$ cat config.mk
export PLATFORM = sky130hd
export DESIGN_NAME = uart_rx_core_flat
export DESIGN_NICKNAME = d
export VERILOG_FILES = /design/src/rtl/uart_rx_core_if.sv /design/src/rtl/uart_rx_core.sv /design/src/flat_wrapper.sv
export SDC_FILE = /design/constraint.sdc
export NUM_CORES = 1
export LEC_CHECK = 0
export ABC_AREA = 1
export BUFFER_PORTS_ARGS = -buffer_cell sky130_fd_sc_hd__buf_2
export CELL_PAD_IN_SITES_DETAIL_PLACEMENT = 0
export CELL_PAD_IN_SITES_GLOBAL_PLACEMENT = 1
export CORE_MARGIN = 2
export CORE_UTILIZATION = 40
export CTS_CLUSTER_DIAMETER = 30
export DETAILED_ROUTE_END_ITERATION = 10
export GPL_TIMING_DRIVEN = 0
export PLACE_DENSITY = 0.81
export REMOVE_ABC_BUFFERS = 1
export SETUP_SLACK_MARGIN = 0.5
export SYNTH_ARGS = -nofsm -noshare
export SYNTH_HDL_FRONTEND = slang
export SYNTH_SLANG_ARGS = --single-unit
$ cat constraint.sdc
create_clock -name clk_i -period 2.8 [get_ports clk_i]
set_input_delay 0.14 -clock clk_i [delete_from_list [all_inputs] [get_ports clk_i]]
set_output_delay 0.14 -clock clk_i [all_outputs]
set_load 0.03 [all_outputs]
$ cat src/rtl/uart_rx_core_if.sv
// -----------------------------------------------------------------------------
// uart_rx_core_if
// Control and status bundle between the UART register block and the receive
// engine.
//   rx_en_i      : receiver enable (register block -> core)
//   baud_div_i   : clock cycles per bit (register block -> core)
//   rx_data_o    : last good byte (core -> register block)
//   rx_over_o    : one-cycle strobe, good frame received
//   rx_busy_o    : receiver is inside a frame (or a line break)
//   frame_err_o  : one-cycle strobe, stop bit read as 0
//   parity_err_o : one-cycle strobe, even-parity mismatch
// master = register block side, slave = uart_rx_core.
// -----------------------------------------------------------------------------
interface uart_rx_core_if;
    logic        rx_en_i;
    logic [31:0] baud_div_i;
    logic [7:0]  rx_data_o;
    logic        rx_over_o;
    logic        rx_busy_o;
    logic        frame_err_o;
    logic        parity_err_o;

    modport master (
        output rx_en_i, baud_div_i,
        input  rx_data_o, rx_over_o, rx_busy_o, frame_err_o, parity_err_o
    );

    modport slave (
        input  rx_en_i, baud_div_i,
        output rx_data_o, rx_over_o, rx_busy_o, frame_err_o, parity_err_o
    );
endinterface

$ cat src/rtl/uart_rx_core.sv
// -----------------------------------------------------------------------------
// uart_rx_core
// Serial receive engine: recovers 8N1 frames (8E1 when UART_RX_PARITY_EN is
// defined) from the uart_rx pin and reports each byte with a one-cycle strobe.
//
// Ports:
//   clk_i    : the only clock
//   rst_n_i  : asynchronous, active-low reset
//   uart_rx  : serial line, asynchronous to clk_i, idles high
//   bus      : uart_rx_core_if.slave (enable, divisor, data and status strobes)
//
// Parameters:
//   SYNC_STAGES : input synchronizer depth (>= 2)
//   MIN_DIV     : divisor floor; smaller baud_div_i values are clamped up
//
// Optional feature macro: UART_RX_PARITY_EN adds an even-parity bit between
// the data and stop bits and makes parity_err_o live; without it parity_err_o
// is tied low.
// -----------------------------------------------------------------------------
module uart_rx_core #(
    parameter int SYNC_STAGES = 2,
    parameter int MIN_DIV     = 4
) (
    input  logic           clk_i,
    input  logic           rst_n_i,
    input  logic           uart_rx,
    uart_rx_core_if.slave  bus
);

`ifdef UART_RX_PARITY_EN
    typedef enum logic [2:0] {
        ST_IDLE, ST_START, ST_DATA, ST_PARITY, ST_STOP, ST_BREAK
    } state_t;
`else
    typedef enum logic [2:0] {
        ST_IDLE, ST_START, ST_DATA, ST_STOP, ST_BREAK
    } state_t;
`endif

    state_t                 state_reg;
    logic [SYNC_STAGES-1:0] sync_reg;
    logic                   rx_prev_reg;
    logic [31:0]            div_reg;
    logic [31:0]            cnt_reg;
    logic [3:0]             bit_idx_reg;
    logic [7:0]             shift_reg;
    logic [7:0]             rx_data_reg;
    logic                   rx_over_reg;
    logic                   rx_busy_reg;
    logic                   frame_err_reg;
`ifdef UART_RX_PARITY_EN
    logic                   par_bad_reg;
    logic                   parity_err_reg;
`endif

    logic        rx_s;
    logic        rx_fall;
    logic [31:0] div_eff;
    logic        half_hit;
    logic        full_hit;

    assign rx_s     = sync_reg[SYNC_STAGES-1];
    assign rx_fall  = rx_prev_reg & ~rx_s;
    assign div_eff  = (bus.baud_div_i < 32'(MIN_DIV)) ? 32'(MIN_DIV) : bus.baud_div_i;
    assign half_hit = (cnt_reg == (div_reg >> 1) - 32'd1);
    assign full_hit = (cnt_reg == div_reg - 32'd1);

    // Synchronizer and edge-detect flop reset to 1 so that reset release on an
    // idle line never looks like a start edge.
    always_ff @(posedge clk_i or negedge rst_n_i) begin
        if (!rst_n_i) begin
            sync_reg    <= '1;
            rx_prev_reg <= 1'b1;
        end else begin
            sync_reg    <= {sync_reg[SYNC_STAGES-2:0], uart_rx};
            rx_prev_reg <= rx_s;
        end
    end

    always_ff @(posedge clk_i or negedge rst_n_i) begin
        if (!rst_n_i) begin
            state_reg      <= ST_IDLE;
            div_reg        <= 32'(MIN_DIV);
            cnt_reg        <= '0;
            bit_idx_reg    <= '0;
            shift_reg      <= '0;
            rx_data_reg    <= '0;
            rx_over_reg    <= 1'b0;
            rx_busy_reg    <= 1'b0;
            frame_err_reg  <= 1'b0;
`ifdef UART_RX_PARITY_EN
            par_bad_reg    <= 1'b0;
            parity_err_reg <= 1'b0;
`endif
        end else begin
            // Strobes are high for exactly one cycle.
            rx_over_reg   <= 1'b0;
            frame_err_reg <= 1'b0;
`ifdef UART_RX_PARITY_EN
            parity_err_reg <= 1'b0;
`endif
            if (state_reg != ST_IDLE && !bus.rx_en_i) begin
                // Disabling mid-frame drops the frame silently.
                state_reg   <= ST_IDLE;
                rx_busy_reg <= 1'b0;
            end else begin
                case (state_reg)
                    ST_IDLE: begin
                        if (bus.rx_en_i && rx_fall) begin
                            div_reg     <= div_eff;
                            cnt_reg     <= '0;
                            state_reg   <= ST_START;
                            rx_busy_reg <= 1'b1;
                        end
                    end
                    ST_START: begin
                        // Mid-start-bit check rejects glitches shorter than half a bit.
                        if (half_hit) begin
                            if (rx_s) begin
                                state_reg   <= ST_IDLE;
                                rx_busy_reg <= 1'b0;
                            end else begin
                                cnt_reg     <= '0;
                                bit_idx_reg <= '0;
                                state_reg   <= ST_DATA;
                            end
                        end else begin
                            cnt_reg <= cnt_reg + 32'd1;
                        end
                    end
                    ST_DATA: begin
                        if (full_hit) begin
                            shift_reg <= {rx_s, shift_reg[7:1]};
                            cnt_reg   <= '0;
                            if (bit_idx_reg == 4'd7) begin
`ifdef UART_RX_PARITY_EN
                                state_reg <= ST_PARITY;
`else
                                state_reg <= ST_STOP;
`endif
                            end else begin
                                bit_idx_reg <= bit_idx_reg + 4'd1;
                            end
                        end else begin
                            cnt_reg <= cnt_reg + 32'd1;
                        end
                    end
`ifdef UART_RX_PARITY_EN
                    ST_PARITY: begin
                        if (full_hit) begin
                            // Even parity: data bits plus parity bit XOR to zero.
                            par_bad_reg <= rx_s ^ (^shift_reg);
                            cnt_reg     <= '0;
                            state_reg   <= ST_STOP;
                        end else begin
                            cnt_reg <= cnt_reg + 32'd1;
                        end
                    end
`endif
                    ST_STOP: begin
                        if (full_hit) begin
                            if (rx_s) begin
`ifdef UART_RX_PARITY_EN
                                if (par_bad_reg) begin
                                    parity_err_reg <= 1'b1;
                                end else begin
                                    rx_data_reg <= shift_reg;
                                    rx_over_reg <= 1'b1;
                                end
`else
                                rx_data_reg <= shift_reg;
                                rx_over_reg <= 1'b1;
`endif
                                state_reg   <= ST_IDLE;
                                rx_busy_reg <= 1'b0;
                            end else begin
                                // Framing error outranks parity; wait out the break.
                                frame_err_reg <= 1'b1;
                                state_reg     <= ST_BREAK;
                            end
                        end else begin
                            cnt_reg <= cnt_reg + 32'd1;
                        end
                    end
                    ST_BREAK: begin
                        if (rx_s) begin
                            state_reg   <= ST_IDLE;
                            rx_busy_reg <= 1'b0;
                        end
                    end
                    default: begin
                        state_reg   <= ST_IDLE;
                        rx_busy_reg <= 1'b0;
                    end
                endcase
            end
        end
    end

    assign bus.rx_data_o   = rx_data_reg;
    assign bus.rx_over_o   = rx_over_reg;
    assign bus.rx_busy_o   = rx_busy_reg;
    assign bus.frame_err_o = frame_err_reg;
`ifdef UART_RX_PARITY_EN
    assign bus.parity_err_o = parity_err_reg;
`else
    assign bus.parity_err_o = 1'b0;
`endif

endmodule

$ cat src/flat_wrapper.sv
// flat-port wrapper written by rule: the top's interface ports become plain ports
module uart_rx_core_flat 
#(
    parameter int SYNC_STAGES = 2,
    parameter int MIN_DIV     = 4
)
  (clk_i, rst_n_i, uart_rx, bus_rx_en_i, bus_baud_div_i, bus_rx_data_o, bus_rx_over_o, bus_rx_busy_o, bus_frame_err_o, bus_parity_err_o);
  uart_rx_core_if bus_i ();
  input  logic clk_i;
  input  logic rst_n_i;
  input  logic uart_rx;
  input wire logic [$bits(bus_i.rx_en_i)-1:0] bus_rx_en_i;
  input wire logic [$bits(bus_i.baud_div_i)-1:0] bus_baud_div_i;
  output wire logic [$bits(bus_i.rx_data_o)-1:0] bus_rx_data_o;
  output wire logic [$bits(bus_i.rx_over_o)-1:0] bus_rx_over_o;
  output wire logic [$bits(bus_i.rx_busy_o)-1:0] bus_rx_busy_o;
  output wire logic [$bits(bus_i.frame_err_o)-1:0] bus_frame_err_o;
  output wire logic [$bits(bus_i.parity_err_o)-1:0] bus_parity_err_o;
  assign bus_i.rx_en_i = bus_rx_en_i;
  assign bus_i.baud_div_i = bus_baud_div_i;
  assign bus_rx_data_o = bus_i.rx_data_o;
  assign bus_rx_over_o = bus_i.rx_over_o;
  assign bus_rx_busy_o = bus_i.rx_busy_o;
  assign bus_frame_err_o = bus_i.frame_err_o;
  assign bus_parity_err_o = bus_i.parity_err_o;
  uart_rx_core #(.SYNC_STAGES(SYNC_STAGES), .MIN_DIV(MIN_DIV)) u_core (.clk_i(clk_i), .rst_n_i(rst_n_i), .uart_rx(uart_rx), .bus(bus_i));
endmodule
Word level (Yosys, flattened, before mapping)
Cells that the tools add are included.
{ "totals": {"ff_bits": 93, "input_bits": 36, "output_inout_bits": 12, "wordCells": 90} }
{ "classes": {"add_sub_neg": 4, "order_cmp": 1, "n_eq_ne": 21, "n_mux": 36, "bitwise": 3, "n_reduce_logical": 14} }
{ "ops": {"columns": ["operator", "n"], "rows": [
  ["32-bit 2-to-1 mux", 6],
  ["32-bit case mux with 4 select lines", 1],
  ["32-bit == test", 2],
  ["32-bit by 1-bit adder with 32-bit output, second input constant", 1],
  ["32-bit by 3-bit less-than comparator with 1-bit output, second input constant", 1],
  ["31-bit by 1-bit subtractor with 32-bit output, second input constant", 1],
  ["32-bit by 1-bit subtractor with 32-bit output, second input constant", 1],
  ["3-bit 2-to-1 mux", 8],
  ["3-bit by 1-bit != test with 1-bit output, second input constant", 6],
  ["4-bit 2-to-1 mux", 4],
  ["3-bit case mux with 5 select lines", 1],
  ["1-bit 2-to-1 mux", 13],
  ["6-bit AND reduction", 2],
  ["2-bit by 1-bit != test with 1-bit output, second input constant", 4],
  ["4-bit case mux with 2 select lines", 1],
  ["4-bit AND reduction", 2],
  ["3-bit by 2-bit == test with 1-bit output, second input constant", 2],
  ["2-bit != test, second input constant", 3],
  ["3-bit AND reduction", 2],
  ["1-bit case mux with 5 select lines", 1],
  ["5-bit AND reduction", 1],
  ["4-bit by 1-bit adder with 4-bit output, second input constant", 1],
  ["4-bit by 3-bit == test with 1-bit output, second input constant", 1],
  ["4-bit nonzero test", 1],
  ["11 further kinds", 13]
]} }

Depth between registers and ports, before layout
Gate-level depths: netlist of the first run.
{ "depth": {"depth_word": 6, "depth_mapped": 21} }

Least setup slack after synthesis of the first run
Ideal clock, no wire load.
{ "synth_timing": {"kind": "register -> register", "from": "register u_core.div_reg[0]", "to": "register u_core.cnt_reg[22]", "t_arrival_ps": 2507, "required_ps": 2682, "path_slack_ps": 176, "path_stages_with_launch": 20, "n_path_buf": 2, "path_cell_list": "dfrtp_1 -> inv_1 -> buf_2 -> ha_1 -> nand2_2 -> nor2_4 -> nand2_1 -> o21ai_1 -> nand2_1 -> nand2_1 -> nand2_1 -> nor2_1 -> nand2_1 -> nor2_1 -> nand3_2 -> nand2_1 -> nand3_2 -> buf_2 -> nand3b_1 -> nand2_1"} }
{ "synth_via": {"elab_chain_len": 4, "word_cells_on_any_way": 6, "classes_between": "add/sub (1); eq/ne (2); mux (2); reduce/logical (1)"} }
{ "synth_rtl": {"columns": ["element", "line", "source"], "rows": [
  ["from (decl)", "uart_rx_core.sv:43", "logic [31:0] div_reg;"],
  ["from (signal assigned)", "uart_rx_core.sv:83", "div_reg <= 32'(MIN_DIV);"],
  ["from (signal assigned)", "uart_rx_core.sv:110", "div_reg <= div_eff;"],
  ["32-bit by 1-bit subtractor with 32-bit output *", "uart_rx_core.sv:66", "assign full_hit = (cnt_reg == div_reg - 32'd1);"],
  ["32-bit == test *", "uart_rx_core.sv:66", null],
  ["32-bit 2-to-1 mux / 2-bit != test (equally long branches)", null, null],
  ["32-bit case mux with 4 select lines / 5-bit AND reduction (equally long branches)", null, null],
  ["to (signal assigned)", "uart_rx_core.sv:128", "cnt_reg <= cnt_reg + 32'd1;"],
  ["to (signal assigned)", "uart_rx_core.sv:145", "cnt_reg <= cnt_reg + 32'd1;"],
  ["to (signal assigned)", "uart_rx_core.sv:182", "cnt_reg <= cnt_reg + 32'd1;"],
  ["to (decl)", "uart_rx_core.sv:44", "logic [31:0] cnt_reg;"]
]} }
Mark *: on every way between the ends. The rest lies on a longest branch, timed or not.
A chain may end at the register's enable or synchronous reset.

Worst setup path after layout of the first run
{ "layout_timing": {"from": "register u_core.div_reg[3]", "to": "register u_core.cnt_reg[7]"} }
{ "layout_via": {"elab_chain_len": 4, "word_cells_on_any_way": 10, "classes_between": "add/sub (2); eq/ne (4); mux (3); reduce/logical (1)"} }
{ "layout_rtl": {"columns": ["element", "line"], "rows": [
  ["31-bit by 1-bit subtractor with 32-bit output / 32-bit by 1-bit subtractor with 32-bit output (equally long branches)", "uart_rx_core.sv:65, uart_rx_core.sv:66"],
  ["32-bit == test, on equally long branches", "uart_rx_core.sv:65, uart_rx_core.sv:66"],
  ["3-bit != test (no source line) (tied with other cells)", null],
  ["5-bit AND reduction (no source line) / 32-bit case mux with 4 select lines (equally long branches)", null]
]} }
Parallel ways exist; a longest one is shown, timed or not.

==> results of run 1 <==
-- final cells by class --
cell class                      count  area share
Sequential cell                    93       0.243
Inverter                          135      0.0573
Clock inverter                      7     0.00659
Multi-Input combinational cell    901       0.528
Tap cell                          229      0.0296
Timing Repair Buffer              123       0.112
Clock buffer                        9      0.0233
-- cell usage in the layout, fill, tap and decap left out, drive strengths merged, types with 22 or more instances in the layout --
master	count
nand3	108
nor2	161
xor2	52
nand4	27
dfrtp	89
o21ai	65
inv	137
nand2	395
nand3b	22
buf	120
-- worst max-delay path: stages, from the launching register on --
cell      delay (ns)
dfrtp_2         0.47
nor2_4          0.22
nand2_4         0.11
nor2_4          0.30
buf_6           0.17
nand3_2         0.06
nand2_1         0.06
nand2_1         0.06
nand2_1         0.06
nand2_1         0.06
nor2_2          0.09
nand2_2         0.07
nor2_4          0.13
nand3_4         0.12
buf_6           0.16
nand2_8         0.08
nand3_4         0.15
buf_6           0.20
nand3b_1        0.08
nand2_1         0.05
-- power by group --
group	internal (mW)	total (mW)	switching [mW]	leakage [nW]
Sequential	1.63	2.17	0.541	1.21
Clock	0.625	1.23	0.600	0.137
Combinational	2.07	5.31	3.25	3.24
Total	4.32	8.71	4.39	4.59
-- what timing repair did --
item                                    4_1_cts  5_1_grt
hold buffers                                  3        0
pin swaps                                    75       49
cloned                                        6        2
setup buffers                                58       11
endpoints found under the hold margin        42        0
endpoints found under the setup margin       58       61
gates resized for setup                     150       71
-- kinds of logic after synthesis --
group           synth area share
compound gates            0.0607
xor+xnor                  0.0809
fa+ha+maj                0.00680
buf+inv                   0.0918
flops                      0.317
other cells             0.000509
simple gates               0.442
-- per-layer routing --
layer  vias up  wire length [um]  global-route usage
met5         -                 0                   0
met4         0              1190               0.116
met3        69              1750              0.0554
met2       249             12100               0.432
met1      3760             11500               0.358
li1       3869                 -                   -
-- metrics by stage --
step / setup TNS, ns / util / instance area [um^2] / worst slack (ns)
3_5_place_dp: -70.88 / 0.431 / 7770 / -1.80
5_1_grt: -7.58 / 0.537 / 9680 / -0.208
2_1_floorplan: -9.68 / - / 7190 / -0.281
6_report: -0.151 / 0.537 / 9680 / -0.0201
4_1_cts: 0 / 0.518 / 9330 / 0.0264
3_3_place_gp: -115.09 / 0.428 / 7710 / -2.16
-- final timing paths --
check                                      to  slack, ns
max in group asynchronous  u_core.sync_reg[0]       1.77
setup / recovery            u_core.cnt_reg[7]      -0.02
min in group asynchronous   u_core.div_reg[5]       0.31
setup reg to reg            u_core.cnt_reg[7]      -0.02
hold / removal             u_core.div_reg[10]      0.004
hold reg to reg            u_core.sync_reg[1]       0.36
==> results.txt, run 1 <==
die area - 19500 um^2
GP Congestion - 0.944
Synth Register Bits - 93
Routed Antenna Nets - 0
critical path class - register to register
Post-Route Skew - 0.00726 ns
Cells after Synth - 1158
Die X - 140 um
number of top-level pins - 48
Final setup viols - 13
placed cells - 1401
number of cells on the worst hold path - 3
row count - 49
core area - 18000 um^2
data arrival time of the critical path - 3.07 ns
final net count - 1303
Vias/cell - 5.31
fraction of layout cells with a size suffix above 1 - 0.250
total of max-cap violations - 0
failing checks - setup timing
ys async rst share - 1.00
Register-to-Register Path Depth - 19
CTS HTree Levels - 3
worst-path fanout max - 7
final setup margin - -0.0201 ns
largest cells by area after synthesis - dfrtp_1 (30%), nand2_1 (20%), nor2_1 (7.1%)
CP startpoint kind - register
worst slew pin tran - 0.891 ns
clk sinks - 93
Root Driver - clkbuf_16
Final Hold Viols - 0
1st-pass router iterations - 6
total power - 8.71 mW
Starting Density - 0.408
RSZ-0062 raised after global routing - yes
Synth Cell Area - 7360 um^2
largest net degree at the start of global routing - 54
port buffer count - 46
sequential area share after synthesis - 0.317
Slew Limit Fails - 0
CTS Buf Count - 9
LEAKAGE - 4.59 nW
ys flop type - dfrtp_1
CP required - 3.05 ns
yosys warns - 0
Hold WC Path Type - input pin to register
number of global-route vias before repair - 7594
Final Critical Period - 2.82 ns
Synth area leader - dfrtp_1
Synth top area share - 0.303
die height - 140 um
Worst VDD drop - 470 uV
Clock Path Buffers - 2
most frequent cell after synthesis - nand2_1
CP Launch Point - u_core.div_reg[3]
DR DRC count - 0
area grow syn2layout - 31.5%
post-synthesis cell type count - 38
slew margin rel. - 0.404
most frequent cells after synthesis - nand2_1 (387), nor2_1 (140), inv_1 (131)
fmax - 355 MHz
DPL Wire Length - 17800 um
DRT iter0 DRCs - 621
Post-Layout Cell Count - 1497
Mean Syn Cell Area - 6.36 um^2
Hold Startpoint - bus_baud_div_i[10]
Worst Setup End Kind - register
status - finished with violations
area occupied by multi-input gates - 5110 um^2
period utilization - 1.01
Total GRT Usage - 0.271
CTS tree - done
PwrDens - 900 nW/um^2
# diodes - 0
via count - 7947
number of synthesized flops with an enable pin - 0
first-pass GRT wire length - 41200 um
drt total wl - 26500 um
Fillers - 1764
Fin Hold WS - 0.00394 ns
storage element area - 2350 um^2
reg2reg start - u_core.div_reg[3]
initial antenna violation count - 0
Clock transition at path regs - 0.07 ns
GR Overflow Total - 0
clock latency on the worst-skew pair - 0.36 ns
wire per inst - 17.7 um
(Power assumes the default switching activity.)
==> run 2: changes to the inputs <==
--- a/config.mk
+++ b/config.mk
@@ -17,6 +17,7 @@
 export PLACE_DENSITY = 0.81
 export REMOVE_ABC_BUFFERS = 1
 export SETUP_SLACK_MARGIN = 0.5
+export SKIP_LAST_GASP = 1
 export SYNTH_ARGS = -nofsm -noshare
 export SYNTH_HDL_FRONTEND = slang
 export SYNTH_SLANG_ARGS = --single-unit
==> run 2 against run 1 <==
Effect of this change: the run still ends with setup timing left; non-clock buffer count did not move; power barely moved; clock-buffer cell count unchanged; hold slack about the same; routed wire length is essentially flat; worst setup slack barely moved; first-iteration DRC count decreased by 0.32%; register-to-register slack about the same; clock skew is essentially flat; final cell count is the same; design area fell by 0.12%; largest cell class unchanged.
==> results.txt, run 2 (synthesis gave the netlist of run 1 again) <==
Critical R2R Capture - u_core.cnt_reg[7] (unchanged)
data arrival time of the critical path - 3.07 ns (about the same)
critical path class - register to register (unchanged)
fmax - 355 MHz (about the same)
row count - 49 (unchanged)
DRT iter0 DRCs - 619 (was 621)
fraction of layout cells with a size suffix above 1 - 0.248 (was 0.250)
clock latency on the worst-skew pair - 0.36 ns (about the same)
Reg2Reg Setup Slack - -0.02 ns (about the same)
slew margin rel. - 0.401 (was 0.404)
Total GRT Usage - 0.271 (unchanged)
PwrDens - 901 nW/um^2 (was 900 nW/um^2)
CTS Buf Count - 9 (unchanged)
Post-Route Skew - 0.00754 ns (was 0.00726 ns)
die height - 140 um (unchanged)
commonest non-fill, non-tap cell in the layout - nand2_1 (unchanged)
Fillers - 1765 (was 1764)
Register-to-Register Path Depth - 19 (unchanged)
area grow syn2layout - 31.3% (was 31.5%)
final setup margin - -0.0201 ns (about the same)
total power - 8.71 mW (about the same)
Final Critical Period - 2.82 ns (about the same)
Vias/cell - 5.31 (about the same)
core area - 18000 um^2 (unchanged)
sequential power share - 0.250 (about the same)
status - finished with violations (unchanged)
GR Overflow Total - 0 (unchanged)
worst slew pin tran - 0.896 ns (was 0.891 ns)
fin util - 0.536 (was 0.537)
LEAKAGE - 4.58 nW (was 4.59 nW)
CTS tree - done (unchanged)
Placement Setup Slack - -1.80 ns (unchanged)
GP Congestion - 0.944 (unchanged)
CP required - 3.05 ns (about the same)
initial antenna violation count - 0 (unchanged)
number of global-route vias before repair - 7594 (unchanged)
most frequent cells in the layout - nand2_1 (348), inv_1 (124), nor2_1 (99), nand3_1 (82), dfrtp_1 (77) (unchanged)
storage element area - 2350 um^2 (unchanged)
DR DRC count - 0 (unchanged)
Final Hold Viols - 0 (unchanged)
port buffer count - 46 (unchanged)
crit path to - u_core.cnt_reg[7] (unchanged)
DPL Wire Length - 17800 um (unchanged)
total of max-cap violations - 0 (unchanged)
# diodes - 0 (unchanged)
1st-pass router iterations - 6 (unchanged)
Slew Limit Fails - 0 (unchanged)
TNS Setup - -0.151 ns (about the same)
Clock Path Buffers - 2 (unchanged)
clk sinks - 93 (unchanged)
Die X - 140 um (unchanged)
Placed Instance Area - 7770 um^2 (unchanged)
Starting Density - 0.408 (unchanged)
first-pass GRT wire length - 41200 um (unchanged)
CP startpoint kind - register (unchanged)
CP Launch Point - u_core.div_reg[3] (unchanged)
wire per inst - 17.7 um (about the same)
drt total wl - 26500 um (about the same)
Root Driver - clkbuf_16 (unchanged)
failing checks - setup timing (unchanged)
via count - 7944 (was 7947)
Hold WC Path Type - input pin to register (unchanged)
CTS HTree Levels - 3 (unchanged)
Routed Antenna Nets - 0 (unchanged)
final instance area - 9670 um^2 (was 9680 um^2)
worst-path fanout max - 7 (unchanged)
Clock transition at path regs - 0.07 ns (about the same)
area occupied by multi-input gates - 5100 um^2 (was 5110 um^2)
number of top-level pins - 48 (unchanged)
final net count - 1303 (unchanged)
die area - 19500 um^2 (unchanged)
Comb pwr share - 0.610 (about the same)
Worst Setup End Kind - register (unchanged)
reg2reg start - u_core.div_reg[3] (unchanged)
Final setup viols - 13 (unchanged)
Worst VDD drop - 470 uV (about the same)
sw power - 4.39 mW (about the same)
period utilization - 1.01 (about the same)
internal power - 4.32 mW (about the same)
clock share of power - 0.141 (about the same)
RSZ-0062 raised after global routing - yes (unchanged)
switching share of total power - 0.504 (about the same)
largest net degree at the start of global routing - 54 (unchanged)
[run 2: cell counts in the layout (fill, tap and decap cells not counted)]
No cell type changed its count.
[run 2: routing by layer]
metal  share of wire  track usage  up-vias
met5               0            0        -
met2            0.46        0.432      245
met3           0.066       0.0554       69
li1                -            -     3869
met4           0.045        0.116        0
met1            0.43        0.358     3761
[run 2: stage by stage]
step	hold slack, ns	std cells
final	0.00394	1497
after global routing	0.00756	1497
after floorplan	-0.156	1124
after global placement	0.246	1399
after CTS	0.00133	1484
after detailed placement	0.170	1401
[run 2: how the worst min path moves through the flow]
| stage | from | endpoint | cells past startpoint |
|---|---|---|---|
| final | bus_baud_div_i[10] | u_core.div_reg[10] | 3 |
| after floorplan | rst_n_i | u_core.bit_idx_reg[0] | 0 |
| after global routing | bus_baud_div_i[12] | u_core.div_reg[12] | 3 |
| after CTS | bus_baud_div_i[12] | u_core.div_reg[12] | 3 |
| after global placement | uart_rx | u_core.sync_reg[0] | 1 |
| after detailed placement | rst_n_i | u_core.cnt_reg[5] | 1 |
[run 2: cell type report]
cell class / count / share of cell area
tap: 229 / 0.0296
inverter: 135 / 0.0573
multi-input combinational: 901 / 0.528
sequential: 93 / 0.243
clock inverter: 7 / 0.00660
timing repair buffer: 123 / 0.113
clock buffer: 9 / 0.0233
[run 2: worst max-delay path: stages (launching register included)]
cell and delay (ns):
dfrtp_2 0.47, nor2_4 0.22, nand2_4 0.11, nor2_4 0.30, buf_6 0.17, nand3_2 0.06, nand2_1 0.06, nand2_1 0.06
nand2_1 0.06, nand2_1 0.06, nor2_2 0.09, nand2_2 0.07, nor2_4 0.13, nand3_4 0.12, buf_6 0.16, nand2_8 0.08
nand3_4 0.15, buf_6 0.20, nand3b_1 0.08, nand2_1 0.05
[run 2: timing repair]
item / 4_1_cts / 5_1_grt
resized for setup: 150 / 68
pin swaps: 75 / 49
hold buffers: 3 / 0
gates cloned: 6 / 2
setup endpoints to repair: 58 / 61
buffers inserted: 58 / 11
endpoints found under the hold margin: 42 / 0
[run 2: power by group through the flow]
stage                     Combinational, mW  Sequential, mW  Clock [mW]
after floorplan                        2.41            1.98           0
after global placement                 3.27            2.11           0
after detailed placement               3.30            2.11           0
after CTS                              4.96            2.13        1.26
after global routing                   5.74            2.22        1.31
final                                  5.31            2.17        1.23
==> run 3: changes to the inputs <==
--- a/config.mk
+++ b/config.mk
@@ -11,10 +11,9 @@
 export CELL_PAD_IN_SITES_GLOBAL_PLACEMENT = 1
 export CORE_MARGIN = 2
 export CORE_UTILIZATION = 40
-export CTS_CLUSTER_DIAMETER = 30
 export DETAILED_ROUTE_END_ITERATION = 10
 export GPL_TIMING_DRIVEN = 0
-export PLACE_DENSITY = 0.81
+export PLACE_DENSITY_LB_ADDON = 0.1
 export REMOVE_ABC_BUFFERS = 1
 export SETUP_SLACK_MARGIN = 0.5
 export SKIP_LAST_GASP = 1
==> run 3 against run 2 <==
Effect of this change: the run still ends with setup timing left; core utilization is 2.8 points higher; power up 3.5%; clock-buffer cell count unchanged.
==> results.txt, run 3 (synthesis gave the netlist of run 1 again) <==
Critical R2R Capture - u_core.cnt_reg[22] (was u_core.cnt_reg[7])
drt total wl - 27800 um (was 26500 um)
1st-pass router iterations - 6 (unchanged)
fmax - 353 MHz (was 355 MHz)
CTS Buf Count - 9 (unchanged)
period utilization - 1.01 (about the same)
fraction of layout cells with a size suffix above 1 - 0.272 (was 0.248)
die area - 19500 um^2 (unchanged)
switching share of total power - 0.507 (was 0.504)
# diodes - 0 (unchanged)
Buf+Inv Stages, Crit Path - 4 (was 3)
DRT iter0 DRCs - 611 (was 619)
Comb pwr share - 0.616 (was 0.610)
Final Hold Viols - 0 (unchanged)
CP cell instances - buf_12, nor2_4, nand2_4, nor2_4, buf_12, nand2_4, nand2_2, nand2_2, nor2_4, nand2_1, nor2_1, nand3_1, nor2_2, nand3_4, nor2_4, nor2_4, buf_6, buf_12, nand3b_1, nand2_1 (was nor2_4, nand2_4, nor2_4, buf_6, nand3_2, nand2_1, nand2_1, nand2_1, nand2_1, nor2_2, nand2_2, nor2_4, nand3_4, buf_6, nand2_8, nand3_4, buf_6, nand3b_1, nand2_1)
reg2reg start - u_core.div_reg[2] (was u_core.div_reg[3])
port buffer count - 46 (unchanged)
CP dominant cell by count - nor2_4 (was nand2_1)
Die X - 140 um (unchanged)
Worst path max stage delay - 0.40 ns (was 0.47 ns)
clock latency on the worst-skew pair - 0.37 ns (was 0.36 ns)
Worst Setup End Kind - register (unchanged)
first-pass GRT wire length - 41800 um (was 41200 um)
Routed Antenna Nets - 0 (unchanged)
CTS tree - done (unchanged)
critical path class - register to register (unchanged)
clk sinks - 93 (unchanged)
worst-path fanout max - 8 (was 7)
initial antenna violation count - 0 (unchanged)
RSZ-0062 raised after global routing - yes (unchanged)
Reg2Reg Setup Slack - -0.03 ns (was -0.02 ns)
CP required - 3.05 ns (about the same)
die height - 140 um (unchanged)
data arrival time of the critical path - 3.08 ns (was 3.07 ns)
Hold Startpoint - bus_baud_div_i[16] (was bus_baud_div_i[10])
DR DRC count - 0 (unchanged)
GP Congestion - 0.965 (was 0.944)
Hold WC Path Type - input pin to register (unchanged)
Slew Limit Fails - 0 (unchanged)
Clock Path Buffers - 2 (unchanged)
Final setup viols - 12 (was 13)
total power - 9.02 mW (was 8.71 mW)
Final Critical Period - 2.83 ns (was 2.82 ns)
CTS HTree Levels - 3 (unchanged)
Worst VDD drop - 570 uV (was 470 uV)
number of global-route vias before repair - 7502 (was 7594)
GR Overflow Total - 0 (unchanged)
worst slew pin tran - 0.914 ns (was 0.896 ns)
crit-path leading delay family - simple AND/OR/NAND/NOR gates (unchanged)
slew margin rel. - 0.385 (was 0.401)
Fin Hold WS - 0.00234 ns (was 0.00394 ns)
Total GRT Usage - 0.278 (was 0.271)
largest net degree at the start of global routing - 59 (was 54)
number of cells on the worst hold path - 3 (unchanged)
Register-to-Register Path Depth - 20 (was 19)
failing checks - setup timing (unchanged)
number of top-level pins - 48 (unchanged)
clock share of power - 0.144 (was 0.141)
row count - 49 (unchanged)
final net count - 1335 (was 1303)
final setup margin - -0.0314 ns (was -0.0201 ns)
TNS Setup - -0.217 ns (was -0.151 ns)
Hold EP - u_core.div_reg[16] (was u_core.div_reg[10])
status - finished with violations (unchanged)
Crit path depth - 20 (was 19)
Clock transition at path regs - 0.09 ns (was 0.07 ns)
Root Driver - clkbuf_16 (unchanged)
Vias/cell - 5.18 (was 5.31)
sw power - 4.57 mW (was 4.39 mW)
Starting Density - 0.408 (unchanged)
wire per inst - 18.2 um (was 17.7 um)
Post-Route Skew - 0.0168 ns (was 0.00754 ns)
area grow syn2layout - 38.2% (was 31.3%)
commonest non-fill, non-tap cell in the layout - nand2_1 (unchanged)
core area - 18000 um^2 (unchanged)
most frequent cells in the layout - nand2_1 (338), inv_1 (123), nor2_1 (99), nand3_1 (81), dfrtp_1 (77) (was nand2_1 (348), inv_1 (124), nor2_1 (99), nand3_1 (82), dfrtp_1 (77))
PwrDens - 886 nW/um^2 (was 901 nW/um^2)
sequential power share - 0.240 (was 0.250)
Worst path slowest cell - dfstp_2 (was dfrtp_2)
LEAKAGE - 4.86 nW (was 4.58 nW)
CP startpoint kind - register (unchanged)
total of max-cap violations - 0 (unchanged)
internal power - 4.44 mW (was 4.32 mW)
via count - 7917 (was 7944)
CP Launch Point - u_core.div_reg[2] (was u_core.div_reg[3])
DPL Wire Length - 18400 um (was 17800 um)
run 3: area by class of cell:
cell class / instances / area, um^2
flip-flops and latches: 93 / 2350
fillers: 1760 / 7850
clock buffers: 9 / 225
clock inverters: 7 / 76.3
repair buffers: 153 / 1390
repair inverters: 3 / 57.6
inverters: 135 / 554
well taps: 229 / 287
multi-input cells: 900 / 5240
run 3: worst max path at each step:
stage                         endpoint  slack, ns
finish              u_core.cnt_reg[22]      -0.03
floorplan           u_core.cnt_reg[11]      -0.28
global route        u_core.cnt_reg[12]      -0.16
detailed placement  u_core.cnt_reg[31]      -1.87
CTS                 u_core.cnt_reg[22]       0.02
global placement     u_core.div_reg[8]      -2.27
run 3: per-stage QoR:
stage | area [um^2] | setup WS [ns] | utilization | instances
after detailed placement | 7770 | -1.87 | 0.431 | 1401
after floorplan | 7190 | -0.281 | - | 1124
after CTS | 9460 | 0.0198 | 0.525 | 1502
after global routing | 10200 | -0.160 | 0.565 | 1529
after global placement | 7710 | -2.27 | 0.428 | 1399
final | 10200 | -0.0314 | 0.565 | 1529
run 3: routing by layer:
metal  track usage  share of wire  vias to the layer above
li1              -              -                     3946
met1         0.382           0.46                     3678
met2         0.458           0.46                      238
met3        0.0358          0.055                       55
met4        0.0853          0.032                        0
met5             0              0                        -
run 3: worst reg2reg max path, stage by stage, from the launching register on:
cell      delay (ns)
dfstp_2         0.40
buf_12          0.12
nor2_4          0.16
nand2_4         0.10
nor2_4          0.15
buf_12          0.14
nand2_4         0.05
nand2_2         0.06
nand2_2         0.06
nor2_4          0.13
nand2_1         0.07
nor2_1          0.13
nand3_1         0.14
nor2_2          0.18
nand3_4         0.15
nor2_4          0.17
nor2_4          0.07
buf_6           0.14
buf_12          0.14
nand3b_1        0.09
nand2_1         0.05
run 3: what timing repair did:
action,in CTS,in global routing
cloned,6,3
setup buffers,66,22
endpoints found under the setup margin,58,58
resized for setup,151,109
endpoints found under the hold margin,47,2
pin swaps,63,60
hold buffers,13,2
run 3: power groups by stage:
stage	Sequential [mW]	Combinational, mW	Clock (mW)
final	2.16	5.56	1.30
after global routing	2.20	6.00	1.38
after CTS	2.12	4.83	1.32
after detailed placement	2.11	3.31	0
after global placement	2.11	3.30	0
after floorplan	1.98	2.41	0
